### config.mk
export PLATFORM = sky130hd
export DESIGN_NAME = seven_seg_scan_driver
export DESIGN_NICKNAME = d
export VERILOG_FILES = /design/src/rtl/seven_seg_scan_driver.sv
export SDC_FILE = /design/constraint.sdc
export NUM_CORES = 1
export LEC_CHECK = 0
export CAP_MARGIN = 20
export CORE_MARGIN = 2
export CORE_UTILIZATION = 60
export DETAILED_ROUTE_END_ITERATION = 10
export PLACE_DENSITY = 0.82
export SKIP_LAST_GASP = 1
export SLEW_MARGIN = 20
export SYNTH_ARGS = -nofsm -noshare
export SYNTH_HDL_FRONTEND = slang
export SYNTH_SLANG_ARGS = --single-unit
export TNS_END_PERCENT = 10
### constraint.sdc
create_clock -name clk -period 9.2 [get_ports clk]
set_clock_uncertainty 0.2 [all_clocks]
set_input_delay 1.38 -clock clk [delete_from_list [all_inputs] [get_ports clk]]
set_output_delay 1.38 -clock clk [all_outputs]
set_load 0.01 [all_outputs]
### src/rtl/seven_seg_scan_driver.sv
// seven_seg_scan_driver: binary value -> saturated BCD (sequential double-dabble)
// -> time-multiplexed seven-segment scan, one digit enabled at a time.
// Optional build macro: LEADING_ZERO_BLANK_EN (blank leading zero digits).

module seven_seg_scan_driver #(
    parameter int unsigned DIGITS   = 4,
    parameter int unsigned BIN_W    = 14,
    parameter int unsigned SCAN_DIV = 50000
) (
    input  logic              clk,
    input  logic              rst,
    input  logic [BIN_W-1:0]  value_in,
    input  logic              load,
    output logic              busy,
    output logic [DIGITS-1:0] digit_sel,
    output logic [7:0]        display
);

    localparam int unsigned BCD_W   = 4 * DIGITS;
    localparam int unsigned CNT_W   = (BIN_W > 1) ? $clog2(BIN_W) : 1;
    localparam int unsigned PRESC_W = (SCAN_DIV > 1) ? $clog2(SCAN_DIV) : 1;
    localparam int unsigned IDX_W   = (DIGITS > 1) ? $clog2(DIGITS) : 1;

    // Largest displayable decimal value, 10^n - 1
    function automatic logic [63:0] pow10_m1(input int unsigned n);
        logic [63:0] p;
        p = 64'd1;
        for (int unsigned i = 0; i < n; i++) begin
            p = p * 64'd10;
        end
        return p - 64'd1;
    endfunction

    localparam logic [63:0] MAX_DEC  = pow10_m1(DIGITS);
    localparam bit          NEED_SAT = (BIN_W >= 64) ? 1'b1
                                     : (((64'd1 << BIN_W) - 64'd1) > MAX_DEC);

    // Fixed board segment encoding; non-decimal nibbles are blank
    function automatic logic [7:0] seg_encode(input logic [3:0] nib);
        logic [7:0] seg;
        case (nib)
            4'd0:    seg = 8'b11101011;
            4'd1:    seg = 8'b00101000;
            4'd2:    seg = 8'b10110011;
            4'd3:    seg = 8'b10111010;
            4'd4:    seg = 8'b01111000;
            4'd5:    seg = 8'b11011010;
            4'd6:    seg = 8'b11011011;
            4'd7:    seg = 8'b10101000;
            4'd8:    seg = 8'b11111011;
            4'd9:    seg = 8'b11111010;
            default: seg = 8'h00;
        endcase
        return seg;
    endfunction

    typedef enum logic [0:0] {
        S_IDLE = 1'b0,
        S_CONV = 1'b1
    } state_t;

    state_t              r_state;
    state_t              w_state_next;
    logic                w_capture;
    logic                w_step;
    logic                w_final;

    logic [BIN_W-1:0]    r_bin;
    logic [BCD_W-1:0]    r_bcd;
    logic [CNT_W-1:0]    r_step_cnt;
    logic [BCD_W-1:0]    r_shown;
    logic                r_busy;

    logic [BIN_W-1:0]    w_cap_value;
    logic [BCD_W-1:0]    w_bcd_adj;
    logic [BCD_W-1:0]    w_bcd_step;
    logic [BIN_W-1:0]    w_bin_step;
    logic [BCD_W-1:0]    w_shown_next;

    logic [PRESC_W-1:0]  r_presc;
    logic [IDX_W-1:0]    r_idx;
    logic [DIGITS-1:0]   r_digit_sel;
    logic [7:0]          r_display;

    logic                w_presc_tc;
    logic [PRESC_W-1:0]  w_presc_next;
    logic [IDX_W-1:0]    w_idx_next;
    logic [DIGITS-1:0]   w_blank_mask;
    logic [3:0]          w_nibble_sel;
    logic                w_blank_sel;

    // Clamp out-of-range inputs to all nines so the BCD scratch never overflows
    generate
        if (NEED_SAT) begin : g_sat
            localparam logic [BIN_W-1:0] SAT_VAL = BIN_W'(MAX_DEC);
            assign w_cap_value = (value_in > SAT_VAL) ? SAT_VAL : value_in;
        end else begin : g_no_sat
            assign w_cap_value = value_in;
        end
    endgenerate

    // FSM state register
    always_ff @(posedge clk) begin
        if (rst) begin
            r_state <= S_IDLE;
        end else begin
            r_state <= w_state_next;
        end
    end

    // FSM next-state logic
    always_comb begin
        w_state_next = r_state;
        case (r_state)
            S_IDLE: if (load) w_state_next = S_CONV;
            S_CONV: if (r_step_cnt == CNT_W'(BIN_W - 1)) w_state_next = S_IDLE;
            default: w_state_next = S_IDLE;
        endcase
    end

    // FSM control decode: capture in IDLE, one shift-add-3 step per CONV cycle
    always_comb begin
        w_capture = 1'b0;
        w_step    = 1'b0;
        w_final   = 1'b0;
        case (r_state)
            S_IDLE: w_capture = load;
            S_CONV: begin
                w_step  = 1'b1;
                w_final = (r_step_cnt == CNT_W'(BIN_W - 1));
            end
            default: ;
        endcase
    end

    // Add 3 to every BCD nibble >= 5 ahead of the shift
    always_comb begin
        w_bcd_adj = r_bcd;
        for (int d = 0; d < int'(DIGITS); d++) begin
            if (r_bcd[4*d +: 4] >= 4'd5) begin
                w_bcd_adj[4*d +: 4] = r_bcd[4*d +: 4] + 4'd3;
            end
        end
    end

    assign w_bcd_step   = (w_bcd_adj << 1) | BCD_W'(r_bin[BIN_W-1]);
    assign w_bin_step   = r_bin << 1;
    assign w_shown_next = w_final ? w_bcd_step : r_shown;

    // Conversion datapath; shown digits only change on the final step
    always_ff @(posedge clk) begin
        if (rst) begin
            r_bin      <= '0;
            r_bcd      <= '0;
            r_step_cnt <= '0;
            r_shown    <= '0;
            r_busy     <= 1'b0;
        end else begin
            if (w_capture) begin
                r_bin      <= w_cap_value;
                r_bcd      <= '0;
                r_step_cnt <= '0;
            end else if (w_step) begin
                r_bin      <= w_bin_step;
                r_bcd      <= w_bcd_step;
                r_step_cnt <= r_step_cnt + CNT_W'(1);
            end
            r_shown <= w_shown_next;
            r_busy  <= (w_state_next == S_CONV);
        end
    end

    // Free-running prescaler and digit index
    always_comb begin
        w_presc_tc   = (r_presc == PRESC_W'(SCAN_DIV - 1));
        w_presc_next = w_presc_tc ? '0 : (r_presc + PRESC_W'(1));
        w_idx_next   = r_idx;
        if (w_presc_tc) begin
            w_idx_next = (r_idx == IDX_W'(DIGITS - 1)) ? '0 : (r_idx + IDX_W'(1));
        end
    end

`ifdef LEADING_ZERO_BLANK_EN
    // Blank a digit when it and everything above it is zero; digit 0 always shown
    always_comb begin
        logic zero_run;
        zero_run     = 1'b1;
        w_blank_mask = '0;
        for (int d = int'(DIGITS) - 1; d >= 0; d--) begin
            zero_run        = zero_run && (w_shown_next[4*d +: 4] == 4'd0);
            w_blank_mask[d] = zero_run && (d != 0);
        end
    end
`else
    assign w_blank_mask = '0;
`endif

    // Pick the nibble and blank flag for the digit about to be enabled
    always_comb begin
        w_nibble_sel = 4'd0;
        w_blank_sel  = 1'b0;
        for (int d = 0; d < int'(DIGITS); d++) begin
            if (w_idx_next == IDX_W'(d)) begin
                w_nibble_sel = w_shown_next[4*d +: 4];
                w_blank_sel  = w_blank_mask[d];
            end
        end
    end

    // Scan registers; digit_sel and display update on the same edge
    always_ff @(posedge clk) begin
        if (rst) begin
            r_presc     <= '0;
            r_idx       <= '0;
            r_digit_sel <= DIGITS'(1);
            r_display   <= 8'b11101011;
        end else begin
            r_presc     <= w_presc_next;
            r_idx       <= w_idx_next;
            r_digit_sel <= DIGITS'(1) << w_idx_next;
            r_display   <= w_blank_sel ? 8'h00 : seg_encode(w_nibble_sel);
        end
    end

    assign busy      = r_busy;
    assign digit_sel = r_digit_sel;
    assign display   = r_display;

endmodule

Yosys cells after proc, flatten, opt, wreduce, memory -nomap -nowiden
Memory sizes are Yosys's and may differ from the RTL's. A register that Yosys moved wholly into a read port is not among the register bits.
Cells that the tools add are included.
- add/sub/neg operators: 7
- $mul: 0
- div/mod/pow operators: 0
- magnitude comparators: 5
- eq/ne operators: 6
- shift operators: 1
- muxes and demuxes: 20
- bitwise gates (word level): 2
- reduce and logical (&&, ||, !) cells: 4
- operators with widths (cell ; count):
    $mux 14 ; 3
    $mux 4 ; 7
    $add 16x1->16 const B ; 1
    $eq 16x16->1 const B ; 1
    $ge 4x3->1 const B ; 4
    $mux 16 ; 1
    $or 16x1->16 ; 1
    $gt 14x14->1 const B ; 1
    $add 4x2->4 const B ; 3
    $eq 2x2->1 const B ; 3
    $mux 1 ; 5
    $add 4x1->4 const B ; 1
    $eq 4x4->1 const B ; 1
    $mux 2 ; 2
    $reduce_or 2->1 ; 2
    $shl 1x2->4 const A ; 1
    $add 3x2->3 const B ; 1
    $mux 3 ; 1
    $add 2x1->2 const B ; 1
    $eq 2x1->1 const B ; 1
    $logic_not 2->1 ; 1
    $pmux 1 s2 ; 1
    $reduce_bool 2->1 ; 1
    $not 1->1 ; 1
- register bits: 81
- bits in latches: 0
- RAM bits: 0
- bits in read-only memories: 112
- input bits: 17
- output and inout port bits: 13
- logic and storage cells: 55
- memories: 1
- memory list (memory ; words ; width ; rd ports ; clocked after Yosys merged registers in ; wr ports ; RTL line ; source):
    (name not given) ; 16 ; 7 ; 1 ; 1 ; 0 ; 41 ; case (nib)

Longest topological paths before layout
- word-level depth: 8
- mapped depth: 14
- depth with buffers taken out: 12

Worst setup path before layout
Ideal clock, no wire load.
- path type: register to register
- start point: register busy (netlist name)
- end point: register r_display[7] (netlist: display[7])
- library setup time: 0.069 ns
- arrival time: 2.630 ns
- required time: 8.931 ns
- setup slack: 6.301 ns
- cell stages (with the launch flop): 12
- path buffers: 3
- period minus slack after synthesis: 2.899 ns
- cell sequence: dfxtp_1 clkbuf_1 nand4_1 buf_2 buf_1 o31ai_1 mux2i_1 mux2i_1 inv_1 ha_1 mux2_1 o21ai_1
- RTL lines (item ; RTL line ; source):
    end: declaration ; 83 ; logic [7:0] r_display;

Worst setup path in the final report
- start point: input port rst
- end point: register r_presc[7]
- word-level cells in the longest chain between the ends: 1
- ends and longest elaborated chain (item ; RTL line ; source):
    start: declaration ; 11 ; input logic rst,
    $reduce_or 2->1 (no line) ; n/a ;
    end signal: assignment ; 218 ; r_presc <= w_presc_next;
    end: declaration ; 80 ; logic [PRESC_W-1:0] r_presc;
Every way passes these cells.
A chain may end at the register's enable or synchronous reset.

==> impl_metrics.json <==
{
  "min_path_type": "register to register",
  "synth_top_family_by_area": "simple AND/OR/NAND/NOR gates",
  "comb_power_share_pct": 7.5,
  "final_common_cell": "dfxtp_1",
  "clk_latency_ns": 0.35,
  "seqPwrFrac_pct": 56.3,
  "finalCritPeriodShare_pct": 39.7,
  "place_area_um2": 4210,
  "path_cells": "clkdlybuf4s50_1, inv_1, nand2_1, nor2_1",
  "hpwl_um": 5420,
  "final_antenna_net_count": 0,
  "cts.clk_slew.worst_paths_ns": 0.08,
  "status": "complete, no violations",
  "final_cell_mix": "dfxtp_1 (80), nor2_1 (51), nand2_1 (41)",
  "slowest_delay_ns": 1.16,
  "hold_viol_final": 0,
  "grtUsageTotal_pct": 22.9,
  "layout-drive-gt1-share_pct": 5.98,
  "synth_xor_xnor_area_share_pct": 3.81,
  "finalInstanceArea_um2": 4380,
  "vias_per_cell": 5.70,
  "start_util_pct": 61.9,
  "post-route-util_pct": 69.4,
  "cts_max_path_buffers": 2,
  "wl_per_cell_um": 14.3,
  "fp.dieH_um": 84.7,
  "critPathArrivalTime_ns": 3.67,
  "reg2reg_slack_ns": 6.03,
  "synth.avg_cell_area_um2": 8.82,
  "die_w_um": 84.7,
  "min_path_cells": 1,
  "cp.depth": 4,
  "synth_cell_type_count": 49,
  "critPathLaunchType": "input pin",
  "crit_family": "buffers and inverters",
  "power.switching_w": 0.000161,
  "critPathKind": "input pin to register",
  "cts_tree": "built",
  "diodes": 0,
  "synth_mux_area_share_pct": 7.62,
  "drc_errors": 0,
  "p_per_area_nw_per_um2": 146,
  "cts-resized-gates": 0,
  "htree_levels": 3,
  "p_leak_nw": 1.75,
  "antenna_found_initial": 0,
  "core_um2": 6310,
  "grt_pass1_vias": 2975,
  "portBuffers": 28,
  "drt_iter0_markers": 173,
  "fill_cells": 528,
  "setup_violations": 0,
  "endpoint_kind": "register",
  "syn-num-nets": 478,
  "cts_buffers": 9,
  "fmax_ghz": 0.274,
  "yosysWarnings": 0,
  "gp_congestion": 0.818,
  "synth_edf_count": 0,
  "grt_start_max_net_pins": 36,
  "cts.sinks": 80,
  "drtPass1Iterations": 4,
  "io_pins": 30,
  "path_buf_inv": 2,
  "clockPowerShare_pct": 36.2,
  "synthArstFlopShare_pct": 0,
  "synth_top_flop_cell": "dfxtp_1",
  "finalSetupTns_ns": 0,
  "drv_cap": 0,
  "synth-compound-area-share_pct": 15.5,
  "grt_pass1_wl_um": 13400,
  "slew_viol_final": 0,
  "setup_ws_ns": 5.54,
  "p_int_w": 0.000479,
  "ys_ff_latch": 80,
  "required_ns": 9.22,
  "cts_hold_buf": 0,
  "rsz0062_at_grt": "no",
  "nets": 498,
  "postCtsSetupBuffers": 0,
  "yosys.area_share.simple_pct": 22.2,
  "rows": 29,
  "worst-path-max-fanout": 28,
  "seq_area_frac_synth_pct": 41.0,
  "critPathSlowestCell": "clkdlybuf4s50_1",
  "synthesis.area_um2": 3910,
  "routed_wl_um": 7790,
  "ir_drop_v": 0.000112,
  "post-place-ws_ns": 5.16,
  "synth_fa_ha_area_share_pct": 5.77,
  "slew-limit-headroom_pct": 30.9,
  "rr_worst_depth": 10,
  "die-area_um2": 7170,
  "min_period_ns": 3.66,
  "postSynthCellCount": 443,
  "syn2layout_area_growth_pct": 12.2,
  "switching_share_pct": 25.1,
  "vias": 3109,
  "grt_overflow": 0,
  "tightest_slew_ns": 1.03,
  "cts-root-buf": "clkbuf_8"
}
==> worst paths after layout <==
kind | from | end
hold reg to reg | r_presc[0] | r_presc[0]
setup / recovery | rst | r_presc[7]
hold / removal | r_presc[0] | r_presc[0]
setup reg to reg | r_presc[0] | display[7]
==> worst reg2reg max path, delay by kind of cell (launching register included) <==
kind	cells	cell delay [ns]
DFF	1	0.37
and+or+nand+nor	2	0.48
adders and majority gates	2	0.44
muxes	4	1.35
buffers and inverters	1	0.14
AOI/OAI and AO/OA	1	0.13
==> per-stage QoR <==
stage	hold slack, ns	instances	power (W)
final	0.266	545	0.000639
after global routing	0.293	545	0.000661
after CTS	0.274	545	0.000641
after detailed placement	0.256	529	0.000415
after global placement	0.231	529	0.000413
after floorplan	0.218	443	0.000398
==> cells by family (layout without fill, tap and decap cells) <==
kind of cell,count (synthesis),in the layout
AO/OA/AOI/OAI,92,92
XOR/XNOR,17,17
adder cells (fa/ha/maj),18,18
buffers and inverters,38,63
flip-flops,80,80
multiplexers,24,24
other,1,1
AND/OR/NAND/NOR,173,173
==> power groups by stage <==
stage               clock, W  combinational [W]  sequential (W)
floorplan                  0          0.0000323        0.000366
global placement           0          0.0000460        0.000367
detailed placement         0          0.0000478        0.000368
CTS                 0.000233          0.0000483        0.000360
global route        0.000246          0.0000541        0.000360
finish              0.000231          0.0000482        0.000360
==> synthesized netlist by cell type, drive strengths merged (9+ instances only) <==
cell	n	area share [%]
clkbuf	18	1.7
and2	17	2.7
inv	15	1.4
xor2	10	2.2
mux2i	21	6.7
a21oi	18	2.3
a211oi	11	2.1
nor3	18	2.3
nand2	41	3.9
nor2b	10	1.6
nand3	10	1.3
o31ai	9	1.9
ha	18	5.8
dfxtp	80	41
o21ai	27	3.5
nor2	51	4.9
==> routing by layer <==
layer,vias up,share of wire [%],GRT usage [%]
met5,-,0,0
met1,1451,46,29.1
li1,1589,-,-
met4,0,1.5,8.95
met2,56,49,39.0
met3,13,3.1,3.64
==> registers in the layout, summed over array words and instances, names as in the netlist <==
register	cells
r_shown	16
digit_sel	4
r_step_cnt	4
r_bcd	16
r_presc	16
busy	1
r_bin	14
display	7
r_idx	2
==> area by class of cell <==
class | count | area (µm²) | area share (%)
multi-input cells | 325 | 2150 | 49.0
flip-flops and latches | 80 | 1600 | 36.5
repair buffers | 31 | 303 | 6.91
clock buffers | 11 | 141 | 3.22
well taps | 77 | 96.3 | 2.20
inverters | 16 | 60.1 | 1.37
clock inverters | 5 | 32.5 | 0.742
No activity file was read; power rests on OpenSTA's default activity.
